===== src/rtl/lane_add_node_ctrl.sv =====
// rtl/lane_add_node_ctrl.sv - add-node lane sequencer: gene issue, split selection, node-ID counter, result serializer
module lane_add_node_ctrl #(
    parameter int                 GENE_SZ     = 64,
    parameter int                 ATTR_SZ     = 8,
    parameter logic [ATTR_SZ-1:0] HIDDEN_BASE = 8'd16
) (
    input  logic               clk,
    input  logic               rst,
    input  logic               start,
    input  logic [ATTR_SZ-1:0] gene_count,
    input  logic [ATTR_SZ-1:0] target_idx,
    input  logic [ATTR_SZ-1:0] genome_id_in,
    input  logic               cnt_load,
    input  logic [ATTR_SZ-1:0] cnt_load_val,
    input  logic [GENE_SZ-1:0] in_gene,
    input  logic               in_valid,
    output logic               in_ready,
    output logic [1:0]         lane_state,
    output logic [GENE_SZ-1:0] lane_gene,
    output logic [ATTR_SZ-1:0] lane_genome_id,
    output logic [ATTR_SZ-1:0] node_id_max,
    input  logic [GENE_SZ-1:0] lane_gene1,
    input  logic [GENE_SZ-1:0] lane_gene2,
    input  logic [GENE_SZ-1:0] lane_gene3,
    input  logic [2:0]         lane_valid,
    output logic [GENE_SZ-1:0] out_gene,
    output logic               out_valid,
    input  logic               out_ready,
    output logic               out_last,
    output logic               busy,
    output logic               done,
    output logic               node_added,
    output logic               cnt_sat
);

    typedef enum logic [1:0] {
        S_IDLE = 2'd0,
        S_RUN  = 2'd1,
        S_DONE = 2'd2
    } state_t;

    localparam logic [ATTR_SZ-1:0] ONE = {{(ATTR_SZ-1){1'b0}}, 1'b1};
    localparam logic [1:0] LS_PASS   = 2'b00;
    localparam logic [1:0] LS_MUTATE = 2'b10;
    localparam logic [1:0] LS_IDLE   = 2'b01;

    state_t r_state;
    state_t w_next;

    logic [ATTR_SZ-1:0] r_count;
    logic [ATTR_SZ-1:0] r_target;
    logic [ATTR_SZ-1:0] r_genome_id;
    logic [ATTR_SZ-1:0] r_idx;
    logic [ATTR_SZ-1:0] r_cnt;
    logic               r_node_added;
    logic               r_added_pend;

    logic               r_iss_vld;
    logic [1:0]         r_lane_state;
    logic [GENE_SZ-1:0] r_lane_gene;
    logic               r_iss_last;

    logic               r_pend;
    logic [GENE_SZ-1:0] r_pend_gene;
    logic               r_pend_last;

    logic [GENE_SZ-1:0] r_slot0;
    logic [GENE_SZ-1:0] r_slot1;
    logic [GENE_SZ-1:0] r_slot2;
    logic [2:0]         r_mask;
    logic               r_ser_last;

    logic [GENE_SZ-1:0] w_head_gene;
    logic [2:0]         w_rest;
    logic               w_out_valid;
    logic               w_out_fire;
    logic               w_ser_free;
    logic               w_in_ready;
    logic               w_in_fire;
    logic               w_final_fire;
    logic               w_cnt_sat;
    logic               w_mutate;

    // Serializer head is the lowest pending slot; w_rest is what remains after it leaves.
    always_comb begin
        w_head_gene = '0;
        w_rest      = 3'b000;
        if (r_mask[0]) begin
            w_head_gene = r_slot0;
            w_rest      = r_mask & 3'b110;
        end else if (r_mask[1]) begin
            w_head_gene = r_slot1;
            w_rest      = r_mask & 3'b100;
        end else if (r_mask[2]) begin
            w_head_gene = r_slot2;
            w_rest      = 3'b000;
        end
    end

    assign w_cnt_sat   = (r_cnt == {ATTR_SZ{1'b1}});
    assign w_out_valid = |r_mask;
    assign w_out_fire  = w_out_valid & out_ready;
    // Accepting while the final slot drains keeps a pass gene at 3 cycles accept-to-accept.
    assign w_ser_free  = !w_out_valid | (w_out_fire & (w_rest == 3'b000));
    assign w_in_ready  = (r_state == S_RUN) & !r_iss_vld & !r_pend & w_ser_free & (r_idx < r_count);
    assign w_in_fire   = in_valid & w_in_ready;
    assign w_final_fire = w_out_fire & (w_rest == 3'b000) & r_ser_last;
    assign w_mutate    = (r_idx == r_target) & !w_cnt_sat;

    always_comb begin
        w_next = r_state;
        case (r_state)
            S_IDLE: begin
                if (start) begin
                    w_next = (gene_count == '0) ? S_DONE : S_RUN;
                end
            end
            S_RUN: begin
                if (w_final_fire) begin
                    w_next = S_DONE;
                end
            end
            S_DONE:  w_next = S_IDLE;
            default: w_next = S_IDLE;
        endcase
    end

    always_ff @(posedge clk or posedge rst) begin
        if (rst) begin
            r_state <= S_IDLE;
        end else begin
            r_state <= w_next;
        end
    end

    always_ff @(posedge clk or posedge rst) begin
        if (rst) begin
            r_count      <= '0;
            r_target     <= '0;
            r_genome_id  <= '0;
            r_idx        <= '0;
            r_node_added <= 1'b0;
            r_added_pend <= 1'b0;
        end else begin
            if ((r_state == S_IDLE) && start) begin
                r_count      <= gene_count;
                r_target     <= target_idx;
                r_genome_id  <= genome_id_in;
                r_idx        <= '0;
                r_node_added <= 1'b0;
                r_added_pend <= 1'b0;
            end else begin
                if (w_in_fire) begin
                    r_idx <= r_idx + ONE;
                end
                if (r_pend && (lane_valid == 3'b111)) begin
                    r_added_pend <= 1'b1;
                end
                if (w_final_fire) begin
                    r_node_added <= r_added_pend;
                end
            end
        end
    end

    // Hidden-node counter saturates at all-ones instead of wrapping.
    always_ff @(posedge clk or posedge rst) begin
        if (rst) begin
            r_cnt <= HIDDEN_BASE;
        end else if ((r_state == S_IDLE) && cnt_load) begin
            r_cnt <= cnt_load_val;
        end else if (r_pend && (lane_valid == 3'b111) && !w_cnt_sat) begin
            r_cnt <= r_cnt + ONE;
        end
    end

    always_ff @(posedge clk or posedge rst) begin
        if (rst) begin
            r_iss_vld    <= 1'b0;
            r_lane_state <= LS_IDLE;
            r_lane_gene  <= '0;
            r_iss_last   <= 1'b0;
            r_pend       <= 1'b0;
            r_pend_gene  <= '0;
            r_pend_last  <= 1'b0;
        end else begin
            r_iss_vld <= w_in_fire;
            if (w_in_fire) begin
                r_lane_state <= w_mutate ? LS_MUTATE : LS_PASS;
                r_lane_gene  <= in_gene;
                r_iss_last   <= (r_idx == (r_count - ONE));
            end else begin
                r_lane_state <= LS_IDLE;
                r_lane_gene  <= '0;
                r_iss_last   <= 1'b0;
            end
            r_pend <= r_iss_vld;
            if (r_iss_vld) begin
                r_pend_gene <= r_lane_gene;
                r_pend_last <= r_iss_last;
            end
        end
    end

    // An empty lane mask is treated as a single pass-through of the issued gene.
    always_ff @(posedge clk or posedge rst) begin
        if (rst) begin
            r_slot0    <= '0;
            r_slot1    <= '0;
            r_slot2    <= '0;
            r_mask     <= 3'b000;
            r_ser_last <= 1'b0;
        end else if (r_pend) begin
            r_ser_last <= r_pend_last;
            if (lane_valid == 3'b000) begin
                r_slot0 <= r_pend_gene;
                r_slot1 <= '0;
                r_slot2 <= '0;
                r_mask  <= 3'b001;
            end else begin
                r_slot0 <= lane_gene1;
                r_slot1 <= lane_gene2;
                r_slot2 <= lane_gene3;
                r_mask  <= lane_valid;
            end
        end else if (w_out_fire) begin
            r_mask <= w_rest;
        end
    end

    assign in_ready       = w_in_ready;
    assign lane_state     = r_lane_state;
    assign lane_gene      = r_lane_gene;
    assign lane_genome_id = r_genome_id;
    assign node_id_max    = r_cnt;
    assign out_gene       = w_head_gene;
    assign out_valid      = w_out_valid;
    assign out_last       = w_out_valid & (w_rest == 3'b000) & r_ser_last;
    assign busy           = (r_state != S_IDLE);
    assign done           = (r_state == S_DONE);
    assign node_added     = r_node_added;
    assign cnt_sat        = w_cnt_sat;

endmodule

===== config.mk =====
export PLATFORM = sky130hd
export DESIGN_NAME = lane_add_node_ctrl
export DESIGN_NICKNAME = d
export VERILOG_FILES = /design/src/rtl/lane_add_node_ctrl.sv
export SDC_FILE = /design/constraint.sdc
export NUM_CORES = 1
export LEC_CHECK = 0
export CAP_MARGIN = 20
export CORE_ASPECT_RATIO = 1.2
export CORE_MARGIN = 1.5
export CORE_UTILIZATION = 31
export DETAILED_ROUTE_END_ITERATION = 16
export SYNTH_ARGS = -nofsm -noshare
export SYNTH_HDL_FRONTEND = slang
export SYNTH_SLANG_ARGS = --single-unit

===== constraint.sdc =====
create_clock -name clk -period 15.46 [get_ports clk]
set_input_delay 2.319 -clock clk [delete_from_list [all_inputs] [get_ports clk]]
set_output_delay 2.319 -clock clk [all_outputs]
set_load 0.03 [all_outputs]

Word level (Yosys, flattened, before mapping). Cells that the tools add are included.

Bits in registers: 374. Output and inout port bits: 153.

Add/sub/neg operators: 3. $lt $le $gt $ge: 1. Eq/ne operators: 8. Multiplexer cells: 27. Bitwise logic cells: 12. Reductions and logical operators: 20.

Operators with widths (number): 2-to-1 mux 64 bit (7); 2-to-1 mux 8 bit (4); adder 8 x 1 -> 8 bit, second input constant (2); equality test 8 bit (2); 2-to-1 mux 3 bit (5); nonzero test 2 bit (6); bitwise AND 1 bit (11); 2-to-1 mux 2 bit (5); equality test 8 bit, second input constant (1); logical NOT 8 bit (1); < comparator 8 bit (1); subtractor 8 x 1 -> 8 bit, second input constant (1); logical NOT 3 bit (2); 2-to-1 mux 1 bit (5); logical AND 1 bit (4); logical NOT 1 bit (4); inequality test 2 bit, second input constant (2); case mux 2 bit (2 select lines) (1); equality test 3 bit, second input constant (1); OR reduction 3 bit (1); equality test 2 x 1 -> 1 bit, second input constant (1); equality test 2 bit, second input constant (1); logical NOT 2 bit (1); AND reduction 2 bit (1); bitwise OR 1 bit (1).

Longest topological paths before layout. Gate-level depths: netlist (run 1).

Depth after elaboration: 10. Depth in mapped cells: 9. Mapped depth without buffers: 8.

Worst setup path after synthesis (run 1). No wires, ideal clock.

Path kind: input-to-output. From: in out_ready. To: out in_ready. Data arrival time: 3.295 ns. Required time: 13.141 ns. Setup slack: 9.846 ns. Stages: 4. Cells stage by stage: inv_1 -> a211oi_2 -> o21ai_0 -> nor2_1.

Cells in the longest elaborated chain, start to end: 5.

RTL lines: start, declared (RTL line 28) `input logic out_ready,`; bitwise AND 1 bit (RTL line 102) `assign w_out_fire = w_out_valid & out_ready;`; bitwise AND 1 bit (RTL line 104) `assign w_ser_free = !w_out_valid | (w_out_fire & (w_rest == 3'b000));`; bitwise OR 1 bit (RTL line 104); bitwise AND 1 bit (2 in series) (RTL line 105) `assign w_in_ready = (r_state == S_RUN) & !r_iss_vld & !r_pend & w_ser_free & (r_idx < r_count);`; end, declared (RTL line 17) `output logic in_ready,`.

Every way passes these cells.

Worst setup path after layout (run 1). Same ends and word-level chain as after synthesis.

==> impl_metrics.py, run 1 <==
metrics = {
    "min_path": {
        "hold_path_class": "reg2reg",
        "min_path_cells": 2,
        "worstHoldStart": "lane_genome_id[7]",
        "whs_endpoint": "lane_genome_id[7]",
    },
    "setup_path": {
        "r2r_cells": 6,
        "cp_max_fo": 5,
        "cp-end-kind": "output port",
        "r2r_end": "r_idx[2]",
        "r2r-start": "r_mask[0]",
        "crit_path_start_kind": "input port",
        "worstPathRequired_ns": 13.14,
        "cp-startpoint": "out_ready",
        "cp.arrival_ns": 4.52,
        "criticalPathCategory": "in2out",
        "ff2ff_setup_slack_ns": 12.46,
    },
    "floorplanning": {
        "rows": 92,
        "core_um2": 52400,
        "die-height_um": 255,
        "io_pins": 450,
        "die-area_um2": 54300,
        "initial_core_util": 0.313,
        "die_w_um": 213,
    },
    "global_routing": {
        "grt_pass1_wl_um": 81000,
        "grt_usage": 0.193,
        "antenna_found_initial": 12,
        "grt_max_degree": 191,
        "overflow": 0,
        "grt_pass1_vias": 13800,
    },
    "timing": {
        "worst_pin_slew_ns": 1.09,
        "finalSetupTns_ns": 0,
        "drv_slew": 0,
        "rsz0062_at_grt": "no",
        "finalHoldViolCount": 0,
        "max_freq_mhz": 146,
        "finalCritPeriodShare": 0.442,
        "fin_crit_ns": 6.84,
        "setup_viol": 0,
        "skew_ns": 0.0255,
        "slew_headroom": 0.273,
    },
    "power": {
        "p_leak_uw": 0.00999,
        "swShare": 0.396,
        "combPwrFrac": 0.401,
        "vdd_ir_drop_max_uv": 97.4,
        "p_per_area_nw_per_um2": 196,
        "p_seq_frac": 0.379,
        "p_int_uw": 2700,
        "finalPower_uw": 4470,
        "pwr-share-clk": 0.220,
        "switching_power_uw": 1770,
    },
    "logic_synthesis": {
        "yosysSeqAreaShare": 0.571,
        "yosys_register_bits": 374,
        "netlist_top_cells_area": "dfrtp_1 (57%), nand2_1 (6.2%), o21ai_0 (6.1%)",
        "synthCells": 1720,
        "yosysTopAreaCell": "dfrtp_1",
        "syn_nets": 2028,
        "avgSynthCellArea_um2": 9.54,
        "syn_area_um2": 16400,
        "synth_top_area_share": 0.567,
        "yosysWarnings": 0,
        "ys_types": 45,
    },
    "detailed_routing": {
        "drt_iter0_markers": 1080,
        "vias": 13700,
        "firstDrtPassIters": 5,
        "postRouteAntennaNets": 0,
        "via_per_inst": 4.83,
        "wl_per_cell_um": 19.0,
        "routed_wl_um": 53900,
        "drcViolationCount": 0,
    },
    "finish": {
        "layout.nets": 2403,
        "fin_cells": 2841,
        "fillers": 5121,
        "drive_gt1_frac": 0.0777,
        "area_growth_pct": 39.2,
    },
    "clock_network": {
        "cts_hold_buf": 0,
        "cts_made_buffers": 42,
        "tritoncts": "done",
        "postCtsSetupBuffers": 0,
        "htree_levels": 2,
        "clock_latency_ns": 0.56,
        "clkSinkCount": 374,
        "cts_root_buffer": "clkbuf_16",
        "cts_resized": 0,
        "cts_buffer_depth": 3,
        "clk_pin_slew_ns": 0.06,
    },
    "place": {
        "dp_cells": 2756,
        "finalWeightedCongestion": 0.817,
        "port_buffers": 449,
        "dp_hpwl_um": 35800,
    },
    "status": {
        "status": "finished, final reports clean",
    },
    "run": {
        "drv_cap": 0,
    },
}
[through the flow]
stage               utilization  cell area, µm²  worst slack, ns  hold slack, ns
floorplan                     -           16400             2.76           0.391
global placement          0.410           21500             8.68           0.463
detailed placement        0.410           21500             8.66           0.467
CTS                       0.435           22800             8.65           0.488
global route              0.436           22800             8.56           0.504
finish                    0.436           22800             8.62           0.485
[critical path, cell delays in order]
cell and delay, ns:
clkdlybuf4s50_1 0.58, inv_1 0.13, a211oi_2 0.39, o21ai_0 0.19, nor2_1 0.19, clkdlybuf4s50_1 0.71
[worst max path at each step]
| stage | to | slack [ns] | depth (start not counted) |
|---|---|---|---|
| floorplan | lane_gene[0] | 2.76 | 1 |
| global placement | in_ready | 8.68 | 6 |
| detailed placement | in_ready | 8.66 | 6 |
| CTS | in_ready | 8.65 | 6 |
| global route | in_ready | 8.56 | 6 |
| finish | in_ready | 8.62 | 6 |
[layer usage]
| layer | vias up | GRT usage | routed length, µm |
|---|---|---|---|
| met3 | 71 | 0.0460 | 3360 |
| li1 | 6588 | - | - |
| met1 | 6679 | 0.246 | 22800 |
| met4 | 0 | 0.0693 | 1230 |
| met5 | - | 0 | 0 |
| met2 | 394 | 0.320 | 26500 |
[logic make-up (layout without fill, tap and decap cells)]
| logic type | Yosys count | in the layout | share of synthesized area |
|---|---|---|---|
| buf+inv | 275 | 679 | 0.0635 |
| simple gates | 590 | 590 | 0.162 |
| compound gates | 374 | 374 | 0.134 |
| flops | 374 | 374 | 0.571 |
| mux | 70 | 70 | 0.0478 |
| other cells | 0 | 12 | 0 |
| fa+ha+maj | 11 | 11 | 0.00839 |
| xor+xnor | 26 | 26 | 0.0139 |
[cells in the final DEF (no fill, tap or decap), types with 11 or more instances in the layout]
cell type        Yosys  layout
clkdlybuf4s50_1      0     449
dfrtp_1            372     368
nand2_1            270     270
o21ai_0            199     199
inv_1              142     141
nand3_1            138     138
nor2_1              79      79
mux2_2              67      67
and3_1              67      67
a31oi_1             66      66
a22oi_1             65      65
clkbuf_16            0      42
xnor2_1             18      18
a21oi_1             18      18
buf_4                1      13
diode_2              0      12
ha_1                11      11
[power by group through the flow]
stage / logic, µW / clock network, µW / registers, µW
floorplan: 1030 / 0 / 1700
global placement: 1770 / 0 / 1690
detailed placement: 1800 / 0 / 1700
CTS: 1810 / 1020 / 1690
global route: 1950 / 1050 / 1750
finish: 1790 / 984 / 1690
[flip-flops by register name (all words and copies together), names as in the netlist, 2 cells and up]
name	flops
lane_gene	64
r_pend_gene	64
r_slot0	64
r_slot1	64
r_slot2	64
lane_genome_id	8
node_id_max	8
r_count	8
r_idx	8
r_target	8
r_mask	3
lane_state	2
r_state	2
[Yosys cell counts, drive strengths merged]
master,count
o2111a,2
a21oi,18
or3,2
nor4,6
a31o,1
nand2,270
o311a,1
ha,11
inv,142
dfrtp,372
nor4b,1
clkbuf,123
mux2i,3
xnor2,18
a31oi,66
and3,67
a22oi,65
and2,2
o21ai,209
o211ai,3
mux2,67
a211oi,3
a311oi,1
or4,3
buf,10
nand4,9
nor3,2
nand3,138
a21o,1
nor2,80
dfstp,2
nor2b,6
xor2,8
o31ai,3
o211a,1
and4,1
nand2b,3
[cell type report]
cell class | count | area [µm²] | area share
Antenna cell | 12 | 30.0 | 0.00132
Clock buffer | 60 | 1220 | 0.0534
Clock inverter | 13 | 131 | 0.00575
Inverter | 142 | 541 | 0.0237
Multi-Input combinational cell | 1071 | 6020 | 0.264
Sequential cell | 374 | 9380 | 0.411
Tap cell | 705 | 882 | 0.0386
Timing Repair Buffer | 464 | 4630 | 0.203
Power figures use the tool's default switching activity.
==> run 2, diff against run 1 <==
==> constraint.sdc (replaced) <==
create_clock -name clk -period 6.7 [get_ports clk]
set_input_delay 1.005 -clock clk [delete_from_list [all_inputs] [get_ports clk]]
set_output_delay 1.005 -clock clk [all_outputs]
set_load 0.03 [all_outputs]
==> run 2 against run 1 <==
Utilization rose by 0.15 points; clock skew fell by 0.0077 ns; power grew 130%; sequential share of layout area shrank 0.14 points; final area increased by 0.35%; hold slack worse by 0.0041 ns; clock power is 140% higher; critical path depth down 1; sequential cell count unchanged; routed wire length decreased by 0.23%; die area did not move; global-route usage about the same; critical endpoint is now out_gene[52]; largest power group unchanged; highest routed layer is now met5.
==> impl_metrics.py, run 2 (synthesis gave the netlist of run 1 again) <==
metrics = {
    "min_path": {
        "hold_path_class": "reg2reg",
        "min_path_cells": 2,
    },
    "clock_network": {
        "clk_pin_slew_ns": 0.06,
        "htree_levels": 2,
        "cts_resized": 0,
        "cts_hold_buf": 0,
        "cts_root_buffer": "clkbuf_16",
        "clkSinkCount": 374,
        "cts_made_buffers": 43,
        "postCtsSetupBuffers": 0,
        "clock_latency_ns": 0.56,
        "tritoncts": "done",
        "cts_buffer_depth": 3,
    },
    "status": {
        "status": "finished, final reports clean",
    },
    "floorplanning": {
        "core_um2": 52400,
        "die-height_um": 255,
        "initial_core_util": 0.313,
        "io_pins": 450,
        "die-area_um2": 54300,
        "die_w_um": 213,
        "rows": 92,
    },
    "setup_path": {
        "worstPathRequired_ns": 5.69,
        "cp_max_fo": 26,
        "r2r_cells": 6,
        "cp-end-kind": "output port",
        "cp.arrival_ns": 3.28,
        "crit_path_start_kind": "flip-flop",
        "criticalPathCategory": "reg2out",
    },
    "global_routing": {
        "grt_busiest_layer": "met2",
        "grt_usage": 0.193,
        "use_met3": 0.0458,
        "grt_max_degree": 193,
        "antenna_found_initial": 9,
        "grt_pass1_wl_um": 81000,
        "met2_usage": 0.323,
        "grt_pass1_vias": 13800,
        "use_met1": 0.247,
        "overflow": 0,
    },
    "timing": {
        "finalSetupTns_ns": 0,
        "rsz0062_at_grt": "no",
        "max_freq_mhz": 234,
        "slew_headroom": 0.319,
        "finalHoldViolCount": 0,
        "skew_ns": 0.0177,
        "hold_slack_ns": 0.481,
        "setup_viol": 0,
        "finalCritPeriodShare": 0.639,
        "worst_pin_slew_ns": 1.02,
        "drv_slew": 0,
        "fin_crit_ns": 4.28,
    },
    "detailed_routing": {
        "drt_iter0_markers": 1092,
        "wl_per_cell_um": 18.9,
        "via_per_inst": 4.80,
        "firstDrtPassIters": 5,
        "vias": 13600,
        "routed_wl_um": 53800,
        "drcViolationCount": 0,
        "postRouteAntennaNets": 0,
    },
    "finish": {
        "final_common_cell": "clkdlybuf4s50_1",
        "area_growth_pct": 39.7,
        "layout.nets": 2405,
        "fillers": 5091,
        "layout_common_cells": "clkdlybuf4s50_1 (449), dfrtp_1 (368), nand2_1 (270), o21ai_0 (199), inv_1 (141)",
        "drive_gt1_frac": 0.0756,
    },
    "place": {
        "dp_hpwl_um": 35900,
        "finalWeightedCongestion": 0.828,
        "port_buffers": 449,
    },
    "run": {
        "drv_cap": 0,
    },
    "power": {
        "vdd_ir_drop_max_uv": 262,
        "p_per_area_nw_per_um2": 455,
        "p_leak_uw": 0.0100,
    },
}
## run 2: worst paths after layout
kind	startpoint	to	slack, ns
worst max-delay path	r_mask[1]	out_gene[52]	2.42
worst min-delay path	lane_genome_id[4]	lane_genome_id[4]	0.48
worst max register to register	r_mask[1]	r_idx[2]	3.46
worst min register to register	lane_genome_id[4]	lane_genome_id[4]	0.48
max in group asynchronous	rst	lane_gene[23]	4.51
min in group asynchronous	rst	lane_gene[2]	0.86
## run 2: critical path: stages (launching register included)
cell and delay [ns]:
dfrtp_4 0.62, nor2b_4 0.49, buf_4 0.47, a22oi_1 0.20
o21ai_0 0.20, clkdlybuf4s50_1 0.74
## run 2: power breakdown
group / switching, µW / internal, µW
Combinational: 2400 / 1690
Clock: 954 / 1430
Sequential: 731 / 3200
Total: 4090 / 6330
## run 2: area by class of cell
cell class	instances	area [µm²]	share of cell area
antenna	9	22.5	0.000983
clock buffer	69	1250	0.0547
clock inverter	9	155	0.00677
inverter	142	537	0.0234
multi-input combinational	1071	6020	0.263
sequential	374	9380	0.409
tap	705	882	0.0385
timing repair buffer	465	4660	0.204
## run 2: per-layer routing
layer  vias up  share of wire  routed length (µm)
li1       6598              -                   -
met5         -        0.00043                  23
met4         4          0.023                1230
met3        74          0.060                3250
met2       368           0.49               26300
met1      6598           0.43               23000
## run 2: through the flow
step	util	cell area (µm²)	cells	worst slack [ns]	total power, µW
floorplan	-	16400	1720	0.675	6320
global placement	0.410	21500	2757	2.53	8020
detailed placement	0.410	21500	2757	2.55	8100
CTS	0.437	22900	2835	2.29	10500
global route	0.437	22900	2841	2.19	11100
finish	0.438	22900	2844	2.42	10400
